File: src/rtl/tri_bus_pkg.sv
// Shared arbiter types: FSM state encoding and the state-width constant.
// Latency: none (types and constants only).
// Backpressure: none (types and constants only).
package tri_bus_pkg;

  localparam int STATE_W = 2;

  typedef enum logic [STATE_W-1:0] {
    IDLE  = 2'd0,
    GRANT = 2'd1,
    TURN  = 2'd2
  } state_t;

  // Index width for n requesters; never below one bit.
  function automatic int idx_w(input int n);
    return (n > 1) ? $clog2(n) : 1;
  endfunction

endpackage

File: src/rtl/rr_pick.sv
// Round-robin picker: first set req bit strictly after ptr, wrapping modulo N.
// Latency: purely combinational, zero cycles.
// Backpressure: none; the caller decides when to act on the pick.
module rr_pick #(
  parameter int N  = 4,
  parameter int IW = (N > 1) ? $clog2(N) : 1
) (
  input  logic [N-1:0]  req,
  input  logic [IW-1:0] ptr,
  output logic [N-1:0]  pick,
  output logic [IW-1:0] idx,
  output logic          any
);

  logic [IW-1:0] cand;

  // Walk ptr+1 .. ptr+N (mod N), so the last owner gets the lowest priority.
  always_comb begin
    pick = '0;
    idx  = '0;
    any  = 1'b0;
    cand = '0;
    for (int i = 1; i <= N; i++) begin
      cand = IW'((int'(ptr) + i) % N);
      if (!any && req[cand]) begin
        any       = 1'b1;
        pick[cand] = 1'b1;
        idx       = cand;
      end
    end
  end

endmodule

File: src/rtl/tri_bus_arb.sv
// Tristate bus arbiter: round-robin one-hot grant, turnaround gap, park-level monitor.
// Latency: grant 1 cycle after a request seen in IDLE; release 1 cycle after owner req drops.
// Backpressure: owner keeps the bus while req is held; others wait. Macro TRI_BUS_ARB_TIMEOUT_EN adds a hold limit.
module tri_bus_arb
  import tri_bus_pkg::*;
#(
  parameter  int N_REQ     = 4,
  parameter  int W         = 8,
  parameter  int TURN_CYC  = 1,
  parameter  int HOLD_MAX  = 16,
  parameter  int PARK_HIGH = 1,
  localparam int OW        = (N_REQ > 1) ? $clog2(N_REQ) : 1
) (
  input  logic             clk,
  input  logic             rst_n,
  input  logic [N_REQ-1:0] req,
  input  logic [W-1:0]     bus_in,
  output logic [N_REQ-1:0] gnt,
  output logic [OW-1:0]    owner,
  output logic             busy,
  output logic             timeout,
  output logic             park_err
);

  localparam logic [W-1:0] PARK_VAL  = (PARK_HIGH != 0) ? {W{1'b1}} : {W{1'b0}};
  localparam logic [2:0]   TURN_LAST = 3'(TURN_CYC - 1);

  state_t           state;
  logic [OW-1:0]    rr_ptr;
  logic [2:0]       turn_cnt;
  logic [N_REQ-1:0] pick_oh;
  logic [OW-1:0]    pick_idx;
  logic             pick_any;
  logic             hold_hit;
  logic             park_chk;

  rr_pick #(
    .N  (N_REQ),
    .IW (OW)
  ) u_pick (
    .req  (req),
    .ptr  (rr_ptr),
    .pick (pick_oh),
    .idx  (pick_idx),
    .any  (pick_any)
  );

  // The first TURN cycle is skipped: the old owner's driver may still be releasing.
  always_comb begin
    park_chk = (state == IDLE) || ((state == TURN) && (turn_cnt != 3'd0));
  end

`ifdef TRI_BUS_ARB_TIMEOUT_EN
  localparam int HCW = $clog2(HOLD_MAX + 1);

  logic [HCW-1:0] hold_cnt;

  // Hold limit reached on the last allowed GRANT cycle.
  always_comb begin
    hold_hit = (state == GRANT) && (hold_cnt == HCW'(HOLD_MAX - 1));
  end

  // Count consecutive GRANT cycles; flag a release forced while the owner still wanted the bus.
  always_ff @(posedge clk) begin
    if (!rst_n) begin
      hold_cnt <= '0;
      timeout  <= 1'b0;
    end else begin
      timeout  <= hold_hit && req[owner];
      hold_cnt <= (state == GRANT) ? hold_cnt + 1'b1 : '0;
    end
  end
`else
  // No hold limit: the owner keeps the bus for as long as it requests it.
  always_comb begin
    hold_hit = 1'b0;
  end

  assign timeout = 1'b0;
`endif

  // Arbitration FSM with registered grant, owner and busy.
  always_ff @(posedge clk) begin
    if (!rst_n) begin
      state    <= IDLE;
      gnt      <= '0;
      owner    <= '0;
      busy     <= 1'b0;
      park_err <= 1'b0;
      rr_ptr   <= OW'(N_REQ - 1);
      turn_cnt <= '0;
    end else begin
      if (park_chk && (bus_in != PARK_VAL)) begin
        park_err <= 1'b1;
      end
      case (state)
        IDLE: begin
          if (pick_any) begin
            state  <= GRANT;
            gnt    <= pick_oh;
            owner  <= pick_idx;
            rr_ptr <= pick_idx;
            busy   <= 1'b1;
          end
        end
        GRANT: begin
          if (!req[owner] || hold_hit) begin
            state    <= TURN;
            gnt      <= '0;
            busy     <= 1'b0;
            turn_cnt <= '0;
          end
        end
        TURN: begin
          if (turn_cnt == TURN_LAST) begin
            state <= IDLE;
          end else begin
            turn_cnt <= turn_cnt + 3'd1;
          end
        end
        default: begin
          state <= IDLE;
          gnt   <= '0;
          busy  <= 1'b0;
        end
      endcase
    end
  end

endmodule
File: config.mk
export PLATFORM = sky130hd
export DESIGN_NAME = tri_bus_arb
export DESIGN_NICKNAME = d
export VERILOG_FILES = /design/src/rtl/tri_bus_pkg.sv /design/src/rtl/rr_pick.sv /design/src/rtl/tri_bus_arb.sv
export SDC_FILE = /design/constraint.sdc
export NUM_CORES = 1
export LEC_CHECK = 0
export ABC_AREA = 1
export BUFFER_PORTS_ARGS = -buffer_cell sky130_fd_sc_hd__buf_2
export CORE_AREA = 2 2 68 44
export CTS_CLUSTER_DIAMETER = 100
export DETAILED_ROUTE_END_ITERATION = 8
export DIE_AREA = 0 0 70 46
export GPL_ROUTABILITY_DRIVEN = 0
export PLACE_DENSITY = 0.7
export SYNTH_ARGS = -nofsm -noshare
export SYNTH_HDL_FRONTEND = slang
export SYNTH_SLANG_ARGS = --single-unit
export TNS_END_PERCENT = 10
File: constraint.sdc
create_clock -name clk -period 2.8 [get_ports clk]
set_input_delay 0.56 -clock clk [delete_from_list [all_inputs] [get_ports clk]]
set_output_delay 0.56 -clock clk [all_outputs]
set_load 0.01 [all_outputs]
## After elaboration in Yosys (flattened, before gate mapping)

Cells that the tools add are included.
Widths: inputs -> output; s select.

| word-level totals | value |
|---|---|
| memories kept | 0 |
| memory bits (writable) | 0 |
| latch bits | 0 |
| output and inout bits | 9 |
| input bits | 14 |
| flip-flop bits (word level) | 15 |
| word-level logic and storage cells | 96 |
| memory bits (read-only) | 0 |

| operators by class | value |
|---|---|
| bitwise gates (word level) | 4 |
| shifts and indexed selects | 0 |
| multiplexer cells | 43 |
| reductions and logical operators | 21 |
| $lt $le $gt $ge | 9 |
| eq/ne operators | 7 |
| $mul | 0 |
| div/mod/pow operators | 0 |
| add/sub/neg operators | 5 |

Operators with widths:

| operator | number |
|---|---|
| $mux 4 | 6 |
| $lt 2x3->1 const B | 5 |
| $mux 1 | 15 |
| $mux 2 | 7 |
| $or 4x4->4 | 3 |
| $pmux 4 s3 | 1 |
| $bmux 1 s2 | 5 |
| $logic_and 1x1->1 | 9 |
| $reduce_and 3->1 | 3 |
| $demux 1 s2 | 4 |
| $ge 2x1->1 const B | 4 |
| $ne 8x8->1 const B | 1 |
| $mux 3 | 2 |
| $ne 2x2->1 const B | 3 |
| $pmux 2 s3 | 1 |
| $pmux 3 s2 | 1 |
| $add 2x1->2 const B | 2 |
| $add 2x2->2 const B | 2 |
| $add 3x1->3 const B | 1 |
| $logic_not 1->1 | 3 |
| $logic_not 3->1 | 1 |
| $pmux 1 s3 | 1 |
| $reduce_bool 3->1 | 1 |
| $eq 2x1->1 const B | 1 |
| 7 further kinds | 7 |

## Logic depth before layout (Yosys ltp)

Gate-level depths: netlist of the first run.

| logic depth | value |
|---|---|
| word-level depth | 15 |
| gate-level depth with buffers | 13 |
| gate-level depth less buffers | 12 |

## Hierarchy

From an unflattened synthesis of the first run, not the netlist that was laid out.

| unflattened totals | value |
|---|---|
| cell total of the unflattened synthesis | 178 |
| area, all modules | 1,192.4 µm² |

Modules (own cells, without submodules):

| module | instances | cells each | area an instance (µm²) |
|---|---|---|---|
| tri_bus_arb | 1 | 104 | 734.5 |
| rr_pick | 1 | 74 | 457.9 |

## Least setup slack after synthesis of the first run

Ideal clock, no wire load.

| timing | value |
|---|---|
| path kind | flip-flop to flip-flop |
| start point | register rr_ptr[1] |
| end point | register owner[1] |
| data arrival time | 1.776 ns |
| stages on the path, launching flop included | 12 |
| slack | 0.894 ns |
| required time | 2.669 ns |
| cell sequence | dfxtp_1 inv_1 ha_1 inv_1 nand3_2 nand2_4 nor2_8 nand3b_4 nand2_4 inv_1 nand2_1 a21oi_2 |

| between the ends | value |
|---|---|
| word-level cells in the longest chain between the ends | 14 |
| elaborated cells between the ends (all ways) | 27 |

Ends and longest elaborated chain:

| what | line | source |
|---|---|---|
| start: declaration | tri_bus_arb.sv:29 | `logic [OW-1:0] rr_ptr;` |
| start signal: assignment | tri_bus_arb.sv:90 | `rr_ptr <= OW'(N_REQ - 1);` |
| start signal: assignment | tri_bus_arb.sv:102 | `rr_ptr <= pick_idx;` |
| $add 2x1->2 | rr_pick.sv:24 | `cand = IW'((int'(ptr) + i) % N);` |
| $bmux 1 s2 | rr_pick.sv:25 | `if (!any && req[cand]) begin` |
| $mux 1 (not written as such) | rr_pick.sv:25 |  |
| $mux 1 | rr_pick.sv:25 |  |
| $logic_not 1->1 | rr_pick.sv:25 |  |
| $logic_and 1x1->1 | rr_pick.sv:25 |  |
| $mux 1 | rr_pick.sv:25 |  |
| $logic_not 1->1 | rr_pick.sv:25 |  |
| $logic_and 1x1->1 | rr_pick.sv:25 |  |
| $mux 1 | rr_pick.sv:25 |  |
| $logic_not 1->1 | rr_pick.sv:25 |  |
| $logic_and 1x1->1 | rr_pick.sv:25 |  |
| $mux 1 | rr_pick.sv:25 |  |
| $reduce_and 2->1 (no line) | - |  |
| end signal: assignment | tri_bus_arb.sv:101 | `owner <= pick_idx;` |
| end: declaration | tri_bus_arb.sv:19 | `output logic [OW-1:0] owner,` |

Several ways; a longest one is shown, not always the timed one. The select of a mux whose other input is x is not followed.
A chain may end at the register's enable or synchronous reset.

## Final worst setup path of the first run

| timing | value |
|---|---|
| start point | register rr_ptr[1] |
| end point | register rr_ptr[0] |

| between the ends | value |
|---|---|
| word-level cells in the longest chain between the ends | 14 |
| elaborated cells between the ends (all ways) | 27 |

Ends and longest elaborated chain:

| what | line |
|---|---|
| $add 2x1->2 | rr_pick.sv:24 |
| $bmux 1 s2 | rr_pick.sv:25 |
| $mux 1 (not written as such) | rr_pick.sv:25 |
| $mux 1 | rr_pick.sv:25 |
| $logic_not 1->1 | rr_pick.sv:25 |
| $logic_and 1x1->1 | rr_pick.sv:25 |
| $mux 1 | rr_pick.sv:25 |
| $logic_not 1->1 | rr_pick.sv:25 |
| $logic_and 1x1->1 | rr_pick.sv:25 |
| $mux 1 | rr_pick.sv:25 |
| $logic_not 1->1 | rr_pick.sv:25 |
| $logic_and 1x1->1 | rr_pick.sv:25 |
| $mux 1 | rr_pick.sv:25 |
| $reduce_and 2->1 (no line) | - |

Several ways; a longest one is shown, not always the timed one. The select of a mux whose other input is x is not followed.

==> results of run 1 <==
==> worst max-delay path, cell delays in order, from the launching register on <==
cell and delay, ps:
dfxtp_1 290, buf_4 160, inv_1 190, ha_1 310, inv_1 160, nand3_2 160, nand2_4 150, nor2_8 70
nand3b_4 90, nand2_4 100, a21oi_1 140, o21ai_0 130
==> per-layer routing <==
| layer | up-vias | routed length (um) | global-route usage |
|---|---|---|---|
| met5 | - | 0 | 0 |
| met4 | 0 | 44 | 0.0269 |
| met3 | 12 | 252 | 0.0531 |
| met2 | 62 | 1130 | 0.261 |
| met1 | 541 | 1280 | 0.244 |
| li1 | 607 | - | - |
==> synthesized netlist by cell type <==
library cell	number
a211oi_1	1
a21boi_0	4
a21oi_1	20
a21oi_2	1
a31oi_1	1
buf_1	1
buf_4	1
buf_6	1
conb_1	1
dfxtp_1	15
ha_1	10
inv_1	18
inv_8	1
nand2_1	32
nand2_2	6
nand2_4	5
nand3_1	23
nand3_2	2
nand3b_4	1
nand4_1	7
nor2_1	8
nor2_2	2
nor2_8	1
o21ai_0	4
o22ai_1	1
==> through the flow <==
stage	setup slack (ps)	hold slack, ps	std cells	cell area [um2]
after global placement	823	436	221	1330
final	700	469	225	1370
after global routing	541	483	225	1370
after detailed placement	736	462	221	1330
after floorplan	894	442	167	1180
after CTS	724	472	225	1370
==> sequential cells by signal, summed over array words and instances, names as in the netlist <==
signal    cells
rr_ptr        2
park_err      1
owner         2
busy          1
turn_cnt      3
gnt           4
state         2
==> power groups by stage <==
stage | logic (W) | clock network [W] | registers [W]
5_1_grt | 0.00119 | 0.000185 | 0.000350
2_1_floorplan | 0.000794 | 0 | 0.000372
4_1_cts | 0.00107 | 0.000175 | 0.000342
3_3_place_gp | 0.00104 | 0 | 0.000344
3_5_place_dp | 0.00106 | 0 | 0.000346
6_report | 0.00109 | 0.000172 | 0.000342
==> placed cells by master (no fill, tap or decap), types with 2 or more instances in the layout <==
| cell type | instances |
|---|---|
| nand2_1 | 32 |
| nand3_1 | 23 |
| buf_2 | 21 |
| a21oi_1 | 20 |
| inv_1 | 18 |
| dfxtp_1 | 15 |
| ha_1 | 10 |
| nor2_1 | 8 |
| nand4_1 | 7 |
| nand2_2 | 6 |
| nand2_4 | 5 |
| o21ai_0 | 4 |
| a21boi_0 | 4 |
| clkbuf_8 | 3 |
| nand3_2 | 2 |
| nor2_2 | 2 |
| buf_4 | 2 |
==> how the worst max path moves through the flow <==
stage / start / depth (start not counted) / to
2_1_floorplan: rr_ptr[1] / 11 / owner[1]
4_1_cts: rr_ptr[1] / 11 / rr_ptr[0]
5_1_grt: rr_ptr[1] / 12 / rr_ptr[1]
3_5_place_dp: rr_ptr[1] / 11 / rr_ptr[0]
6_report: rr_ptr[1] / 11 / rr_ptr[0]
3_3_place_gp: rr_ptr[1] / 11 / rr_ptr[0]
==> area by class of cell <==
type                    count  area, um2  area share
clock buffers               4       45.0      0.0329
inverters                  19       78.8      0.0575
multi-input cells         130        783       0.572
flip-flops and latches     15        300       0.219
well taps                  34       42.5      0.0311
repair buffers             23        120      0.0877
==> cells by family (layout without fill, tap and decap cells) <==
group / count (synthesis) / after routing / synth area share
other: 1 / 1 / 0.00316
AOI/OAI and AO/OA: 32 / 32 / 0.151
DFF: 15 / 15 / 0.253
adders and majority gates: 10 / 10 / 0.106
and+or+nand+nor: 87 / 87 / 0.401
buffers and inverters: 22 / 46 / 0.0855
==> reports/results.txt, run 1 <==
The run finished with clean final reports. The run gives 0 as the total setup violations reported at the end of the flow. 23 I/O pins were placed. Fill cells in the final layout number 262. Across all register-to-register paths, the minimum setup slack is 700 ps.

The share of total power in the clock network came out at 0.107. The power share of the sequential group came out at 0.213. Measured in cells, the most critical reg-to-reg path has a length of 11. CTS placed an instance of clkbuf_8 at the clock tree root. The area share of the largest cell type after synthesis is 0.253. The overall fraction of global-route tracks in use came out at 0.171. The number of DRC markers after the initial detailed-route iteration came out at 139.

In this run the horizontal extent of the chip is 70 um. The effective utilization at floorplan is 0.445. The first global-routing pass estimated 4.35 mm of wire. For this run the aggregate overflow at the end of global routing stands at 0. In this run, distinct cell masters in the synthesized netlist total 25. The run gives 0 as the number of DRC violations after detailed routing.

The largest area contributor in the netlist is dfxtp_1. The tools report the net switching power as 0.000847 W. The tools report the critical path endpoint category as a register. Once detail routing completed, the nets flagged for antenna violations numbered 0. For this design the static power due to leakage is 0.685 nW. The final worst-path cycle share was 0.750; the number of search-and-repair iterations in the first detailed-routing pass was 5.

After technology mapping, the gate count stands at 167. Number of antenna violations at the first check in global routing: 0. The post-CTS setup-driven buffer insertion count was 0; the average cell area after synthesis was 7.10 um2. The class of the worst hold path is reg2reg. The run gives 240 ps as the insertion delay to the later sink of the worst-skew pair. Post-route core utilization: 0.514. The startpoint identified for the worst register-to-register timing path is rr_ptr[1].

The final hold violation count came out at 0. The floorplan step defined a core boundary enclosing 2670 um2. The die covers 3220 um2. Measured along the y axis, the die boundary spans 46 um.

The ratio of cells with drive above 1 in the final layout was 0.236. The clock arrives with 1.34 ps of skew. The remaining max-slew budget at the tightest pin was 0.601.

The number of buffers inserted during clock tree synthesis was 3; the sum of routed wire length over all layers was 2.70 mm. Setup total negative slack on the finished layout was measured at 0 ps. The net count of the finished layout is 216. The part of the total power dissipated in combinational logic was 0.679; the switching fraction of total power was 0.529. For this design, the CTS-stage hold fixing added 0 buffers. Ranked by total cell area, the synthesized netlist is headed by dfxtp_1 25%, ha_1 11%, nand2_1 10%. The logs give 0.000756 W for the internal power of the cells and 2 for the clock tree buffer depth.

STA puts the critical path data arrival time at 2210 ps. For the pin with the worst max-slew slack, the measured transition is 596 ps. The via count of the first global-routing pass came out at 1,004. The cell depth of the worst hold path was 2; the average wire per standard cell was 12.0 um. The number of pins with negative max-slew slack in the final report was 0; the power density over cell area was 1170 nW/um2.

The run gives 2.18 mm as the detailed-placement wirelength estimate. In this run the core area contains 15 standard-cell rows. The detail-routed via count per cell was 5.43; the H-tree depth was 1. Relative to the synthesized area, the layout overhead comes to 15.6%.

The worst setup path is of the reg2reg kind. IR analysis of the VDD net gives a maximum drop of 0.360 mV. The Yosys warning count was 0. The sequential cell area fraction in the yosys report is 0.253. The number of sinks on the clock net is 15. The power after layout was 0.00160 W.

For hold timing, the worst endpoint is turn_cnt[2]. The run gives 1,222 as the via count. The antenna diode count is 0. The clock edge transition at the registers on the reported setup and hold paths was 60 ps; the pin count of the biggest net entering global routing was 16. TritonCTS built the clock tree. The number of buffers inserted by port buffering works out to 21. The endpoint identified for the worst register-to-register timing path is rr_ptr[0]. The type of origin of the critical path is a register. The start point of the worst min-delay path was turn_cnt[2]. The highest achievable clock rate came out at 476 MHz. For the data required time at the worst endpoint, the log shows 2910 ps. Setup repair after global routing left no endpoint under its margin. The worst-path maximum fanout works out to 10.

The tools report the reported max-cap violation count as 0. After layout, the minimum clock period comes to 2100 ps. Post-CTS repair changed the size of 0 cells.

The mapped netlist covers 1180 um2. The synthesized flop and latch total is 15. The number of nets handed over by synthesis was 191.
(Power assumes the default switching activity.)
==> inputs of run 2 (changes only) <==
clock period = 2.05 ns   (was 2.8 ns; I/O delays follow)
==> run 2 against run 1 <==
Count of clock-buffer cells in the layout stayed put. Via count is 1.8% lower. Die area stayed put. Final cell count is 0.44% higher. Total power is 39% higher. Clock power is 39% higher. Critical path type unchanged. Largest cell class unchanged. Highest routed layer unchanged.
==> reports/results.txt, run 2 (synthesis gave the netlist of run 1 again) <==
Setup violations remaining at the end of the flow were counted as 0. For this design the top-level I/O count stands at 23. The tools report the power after layout as 0.00222 W.

The detailed router placed 1,200 vias in this run. The post-layout net count is 217. For the leakage power summed over all cells, the log shows 0.691 nW.

Root cell of the clock tree: clkbuf_8. The die covers 3220 um2. The effective utilization at floorplan was 0.445; the final hold violation count was 0. The library cells used most frequently in the layout, excluding fill and tap cells, are 32 x nand2_1, 23 x nand3_1, 21 x buf_2, 20 x a21oi_1, 18 x inv_1.

The clock period minus worst slack was 1860 ps. The later pin in the worst-skew pair is clocked with a latency of 250 ps. The type of origin of the critical path was a register.

The number of pins with negative max-slew slack in the final report is 0, and the via count of the first global-routing pass is 1,099. After clock tree synthesis, the clock-pin slew on the worst setup and hold paths is 60 ps. The number of clock buffers added by TritonCTS is 3. The overall fraction of global-route tracks in use is 0.189, and the y dimension of the die is 46 um.

The number of DRC markers after the initial detailed-route iteration was 97; the number of buffers inserted by port buffering was 21. The flow ran to the end, and the final reports show no timing, DRC or antenna violations. The area inside the core boundary is 2670 um2, and the number of sinks on the clock net is 15. For this design the ratio of total power to cell area is 1600 nW/um2. In this run the horizontal extent of the chip is 70 um. The number of nets still failing antenna checks after routing was 0. Data arrives at the worst endpoint at 1970 ps.

The placed instance area came out at 1330 um2. The post-route cell area came out at 1380 um2. Setup repair after global routing left no endpoint under its margin. The pre-antenna-repair detailed-routing pass consisted of 4 iterations. The first global-routing pass estimated 4.79 mm of wire. The ratio of cells with drive above 1 in the final layout works out to 0.245. The longest clock path from root to sink contains 2 buffers. The run gives 0 as the reported max-cap violation count. From synthesis to final layout, the design area changed by 16.8%. The detail-routed via count per cell is 5.31. The total overflow left after global routing is 0.

The pin count of the biggest net entering global routing is 16. For the pin with the worst max-slew slack, the measured transition is 636 ps. The final worst-path cycle share was 0.905.

Buffers inserted to repair hold after CTS numbered 0. Summed over all nets, the half-perimeter wirelength after detailed placement is 2.31 mm. The number of placed instances, taps included, is 222. For the final database, setup skew stands at 2.56 ps. The number of antenna violations at the first check in global routing came out at 0.

Commonest non-fill, non-tap cell in the layout: nand2_1. The run gives 539 MHz as the highest achievable clock rate. The sum of routed wire length over all layers was 2.93 mm; the worst-path maximum fanout was 10. The tools report the H-tree depth as 1. The worst-case IR drop observed on VDD is 0.477 mV.

The number of antenna diodes in the final layout is 0. For the post-route core utilization, the log shows 0.519. The tightest min-delay check is of the reg2reg type. The number of DRC violations after detailed routing is 0. Ranked by flip-flop count, first place goes to gnt.

The site row count is 15, and the total negative setup slack is 0 ps. The largest registers in the layout are gnt x4, turn_cnt x3. The average wire per standard cell came out at 12.9 um.

The count of cells in the finished layout, fillers not included, comes to 226. The data required time at the worst endpoint came out at 2170 ps. The critical setup path kind was reg2reg. Remaining max-slew budget at the tightest pin: 0.574.

STA classifies the critical path endpoint as a register. TritonCTS built the clock tree. The flip-flop count of the largest register, all copies and words added was 4.
-- run 2: cell types whose count changed in the layout (fill, tap and decap cells not counted), sizes merged --
cell / before / now
buf: 23 / 24
-- run 2: where the power goes --
part	switching, W	leakage [nW]	total [W]	internal (W)
registers	0.0000681	0.123	0.000469	0.000400
clock network	0.000101	0.0228	0.000239	0.000138
logic	0.00100	0.545	0.00151	0.000510
-- run 2: through the flow --
step	worst slack (ps)	hold slack [ps]
2_1_floorplan	144	442
3_3_place_gp	218	438
3_5_place_dp	146	442
4_1_cts	121	452
5_1_grt	56.1	484
6_report	195	449
-- run 2: worst max-delay path: stages (launching register included) --
cell,delay [ps]
dfxtp_2,380
inv_8,70
ha_1,330
inv_1,100
nand3_2,130
nand2_4,100
nor2_8,170
nand3b_4,120
nand2_4,130
inv_1,50
nand2_1,90
a21oi_2,60
-- run 2: layout make-up --
| class | count | area, um2 |
|---|---|---|
| clock buffers | 4 | 45.0 |
| fillers | 248 | 1280 |
| inverters | 19 | 78.8 |
| multi-input cells | 130 | 788 |
| flip-flops and latches | 15 | 302 |
| well taps | 34 | 42.5 |
| repair buffers | 24 | 128 |
-- run 2: worst paths after layout --
kind,startpoint,to,slack [ps],depth (start not counted)
min reg2reg,park_err,park_err,450,2
max reg2reg,rr_ptr[0],owner[1],190,11
min,park_err,park_err,450,2
max,rr_ptr[0],owner[1],190,11
-- run 2: metal layers --
| layer | vias to the layer above | GRT usage | routed length, um |
|---|---|---|---|
| li1 | 607 | - | - |
| met1 | 543 | 0.269 | 1440 |
| met2 | 46 | 0.305 | 1280 |
| met3 | 4 | 0.0398 | 182 |
| met4 | 0 | 0.0231 | 22 |
| met5 | - | 0 | 0 |
-- run 2: what timing repair did --
action | CTS | global route
endpoints found under the setup margin | 0 | 5
resized for setup | 0 | 2
buffers inserted | 0 | 0
endpoints found under the hold margin | 0 | 0
==> inputs of run 3 (changes only) <==
ABC_AREA = 0   (was 1)
CORE_AREA = 2 2 67 43   (was 2 2 68 44)
DIE_AREA = 0 0 69 45   (was 0 0 70 46)
PLACE_DENSITY = 0.71   (was 0.7)
==> run 3 against run 2 <==
Critical path depth is 4 lower. First-iteration DRC count is 63% lower. The run now ends with setup timing left. Wire length is 2.7% lower. Highest routed layer unchanged. Non-clock buffer count is 9 higher. Synthesized cell count is 24% lower. Via count is 9.3% lower. Largest power group unchanged. Critical path type unchanged. Setup slack worse by 320 ps. Register-to-register slack worse by 320 ps.
==> reports/results.txt, run 3 <==
The first global-routing pass estimated 4.49 mm of wire. The logs give 2180 ps for the data required time at the worst endpoint and 13 for the pin count of the biggest net entering global routing. Tracing the worst setup path back leads to its startpoint at rr_ptr[0].

The largest registers in the layout are gnt x4, turn_cnt x3. The startpoint identified for the worst register-to-register timing path is rr_ptr[0]. Setup repair after global routing could not meet its margin everywhere.

Once layout is done, the placed cells without fillers occupy 1430 um2. In this run the count of I/O pins placed on the die edge is 23. The area share of the largest cell type after synthesis was 0.261. The top flip-flop cell by instance count after synthesis is dfxtp_1. Leaving out fill and tap cells, the most frequent cell in the layout is buf_2. During synthesis, Yosys emitted a total of 0 warnings. In this run the worst hold path is classified as in2reg. The detail route stage leaves a number of antenna-violating nets equal to 0. The number of DRC markers after the initial detailed-route iteration came out at 36. The logs give -593 ps for the total negative setup slack and -130 ps for the flop-to-flop setup slack. The run gives 4 as the number of search-and-repair iterations in the first detailed-routing pass. The area growth from synthesis to layout was 24.1%. The run gives 0.261 as the sequential cell area fraction in the yosys report. The checks that failed: setup timing. The worst clock skew is 4.98 ps. Of all cell types, the one taking the most synthesized area is dfxtp_1. Start point of the worst min-delay path: rst_n. Dividing the detail-routed via count by the number of cells gives 5.79. 0 antenna diodes ended up in the layout.

The total overflow left after global routing is 0. The highest achievable clock rate came out at 460 MHz. Remaining max-slew budget at the tightest pin: 0.627. After synthesis, the cell types taking the most area are dfxtp_1 26%, ha_1 11%, mux4_2 7.8%.

Sorting the synthesized cells by how often they occur yields 15 x dfxtp_1, 12 x a21oi_1, 10 x ha_1. The average wire per standard cell was 15.1 um. Yosys instantiated no cell more often than dfxtp_1. The effective utilization at floorplan came out at 0.470. Final worst-path cycle share: 1.06. For the number of antenna violations at the first check in global routing, the log shows 0. The floorplan has 14 rows. The worst-path maximum fanout came out at 5. At the end of the flow, the number of nets in the layout was 181. After synthesis the cells add up to 1150 um2. The flow ran to the end, but the final reports show violations.

After detailed placement, the total cell area comes to 1340 um2. For the overall fraction of global-route tracks in use, the log shows 0.188. Setup violations remaining at the end of the flow were counted as 8. The number of pins with negative max-slew slack in the final report is 0. STA classifies the critical path startpoint as a register. The run gives 303 um2 as the area taken by flip-flops and latches. For this design the static power due to leakage is 0.616 nW. The number of distinct library cells after synthesis is 37, and the flip-flop count of the largest register, all copies and words added is 4. In the layout the commonest cells are 21 x buf_2, 13 x dfxtp_1, 12 x a21oi_1, 12 x buf_4, 9 x ha_1. For the number of DRC violations after detailed routing, the log shows 0. The logs give 238 for the number of filler instances in the final layout and 250 ps for the insertion delay to the later sink of the worst-skew pair.

Detailed-placement wirelength estimate: 2.15 mm. The critical setup path kind is reg2reg. The synthesized flop and latch total is 15, and the net count after synthesis is 151. The tools report the sum of routed wire length over all layers as 2.85 mm. The synthesized instance count was 127; the clock edge transition at the registers on the reported setup and hold paths was 60 ps.

The least setup slack across all paths after layout is -125 ps, and the slew at the pin closest to its max-slew limit is 553 ps. The cell depth of the worst hold path was 2; the minimum setup slack after placement was -203 ps. Number of buffers inserted during clock tree synthesis: 3. The proportion of synthesized flip-flops having asynchronous set or reset was 0; the H-tree depth was 1. The via count of the first global-routing pass was 981; the area of the die was 3110 um2. TritonCTS built the clock tree. The ratio of cells with drive above 1 in the final layout was 0.385; the endpoint arrival time on the critical path was 2310 ps. The routed layout has 1,088 vias.

The number of buffers inserted by port buffering was 21; the y dimension of the die was 45 um. Root cell of the clock tree: clkbuf_8. The run gives 2450 um2 as the area inside the core boundary. STA classifies the critical path endpoint as a register.

The die is 69 um wide. The average cell area after synthesis was 9.07 um2. The clock passes through at most 2 buffers. The tools report the final hold violation count as 0.

For this design, the sink count on the clock tree is 15. In this run, synthesis inferred 0 flip-flops with an integrated enable. The reported max-cap violation count came out at 0. The cell count of the worst reg-to-reg path is 7. VDD sags by at most 0.595 mV. The power density over cell area is 1420 nW/um2.

Summing all multi-input logic gate instances after layout gives 812 um2. More flip-flops sit in one register than any other, and that register is gnt. The clock period minus worst slack was 2180 ps.
-- run 3: final cells by class --
cell class	instances	share of cell area
clock buffer	3	0.0289
sequential	15	0.212
tap	32	0.0280
timing repair buffer	33	0.136
inverter	9	0.0236
clock inverter	1	0.00350
multi-input combinational	95	0.568
-- run 3: path summary, 6_finish.rpt --
path	endpoint
min reg2reg	park_err
min	rr_ptr[0]
max	gnt[1]
max reg2reg	gnt[1]
-- run 3: per-layer routing --
metal | global-route usage | routed length (um) | vias up
met1 | 0.244 | 1370 | 532
met5 | 0 | 0 | -
met2 | 0.317 | 1320 | 28
li1 | - | - | 524
met3 | 0.0469 | 122 | 4
met4 | 0.0588 | 37 | 0
-- run 3: repair_timing --
item / 4_1_cts / 5_1_grt
endpoints found under the setup margin: 9 / 9
hold buffers: 0 / 0
pin swaps: 1 / 0
buffers inserted: 0 / 0
resized for setup: 8 / 3
-- run 3: cells by family (layout without fill, tap and decap cells) --
family	count (synthesis)	count (layout)	synth area share
multiplexers	9	9	0.136
buffers and inverters	17	46	0.0738
adder cells (fa/ha/maj)	10	10	0.109
AO/OA/AOI/OAI	43	43	0.256
other	1	1	0.00325
flip-flops	15	15	0.261
XOR/XNOR	2	2	0.0152
AND/OR/NAND/NOR	30	30	0.147
-- run 3: power by group --
part	switching, W	total, W	internal, W	leakage, nW
clock	0.000106	0.000241	0.000135	0.0255
sequential	0.0000590	0.000446	0.000387	0.123
combinational	0.000706	0.00134	0.000636	0.467
-- run 3: per-stage QoR --
stage | utilization | hold slack, ps | total power (W) | std cells
2_1_floorplan | - | 470 | 0.00136 | 127
3_3_place_gp | 0.546 | 435 | 0.00163 | 184
3_5_place_dp | 0.546 | 439 | 0.00167 | 184
4_1_cts | 0.579 | 374 | 0.00199 | 188
5_1_grt | 0.583 | 370 | 0.00217 | 188
6_report | 0.583 | 380 | 0.00203 | 188
-- run 3: worst max-delay path: stages, from the launching register on --
cell and delay [ps]:
dfxtp_2 340, inv_2 50, ha_4 270, mux4_2 540
and2b_2 250, a221o_2 360, a22oi_2 160, a211oi_1 90
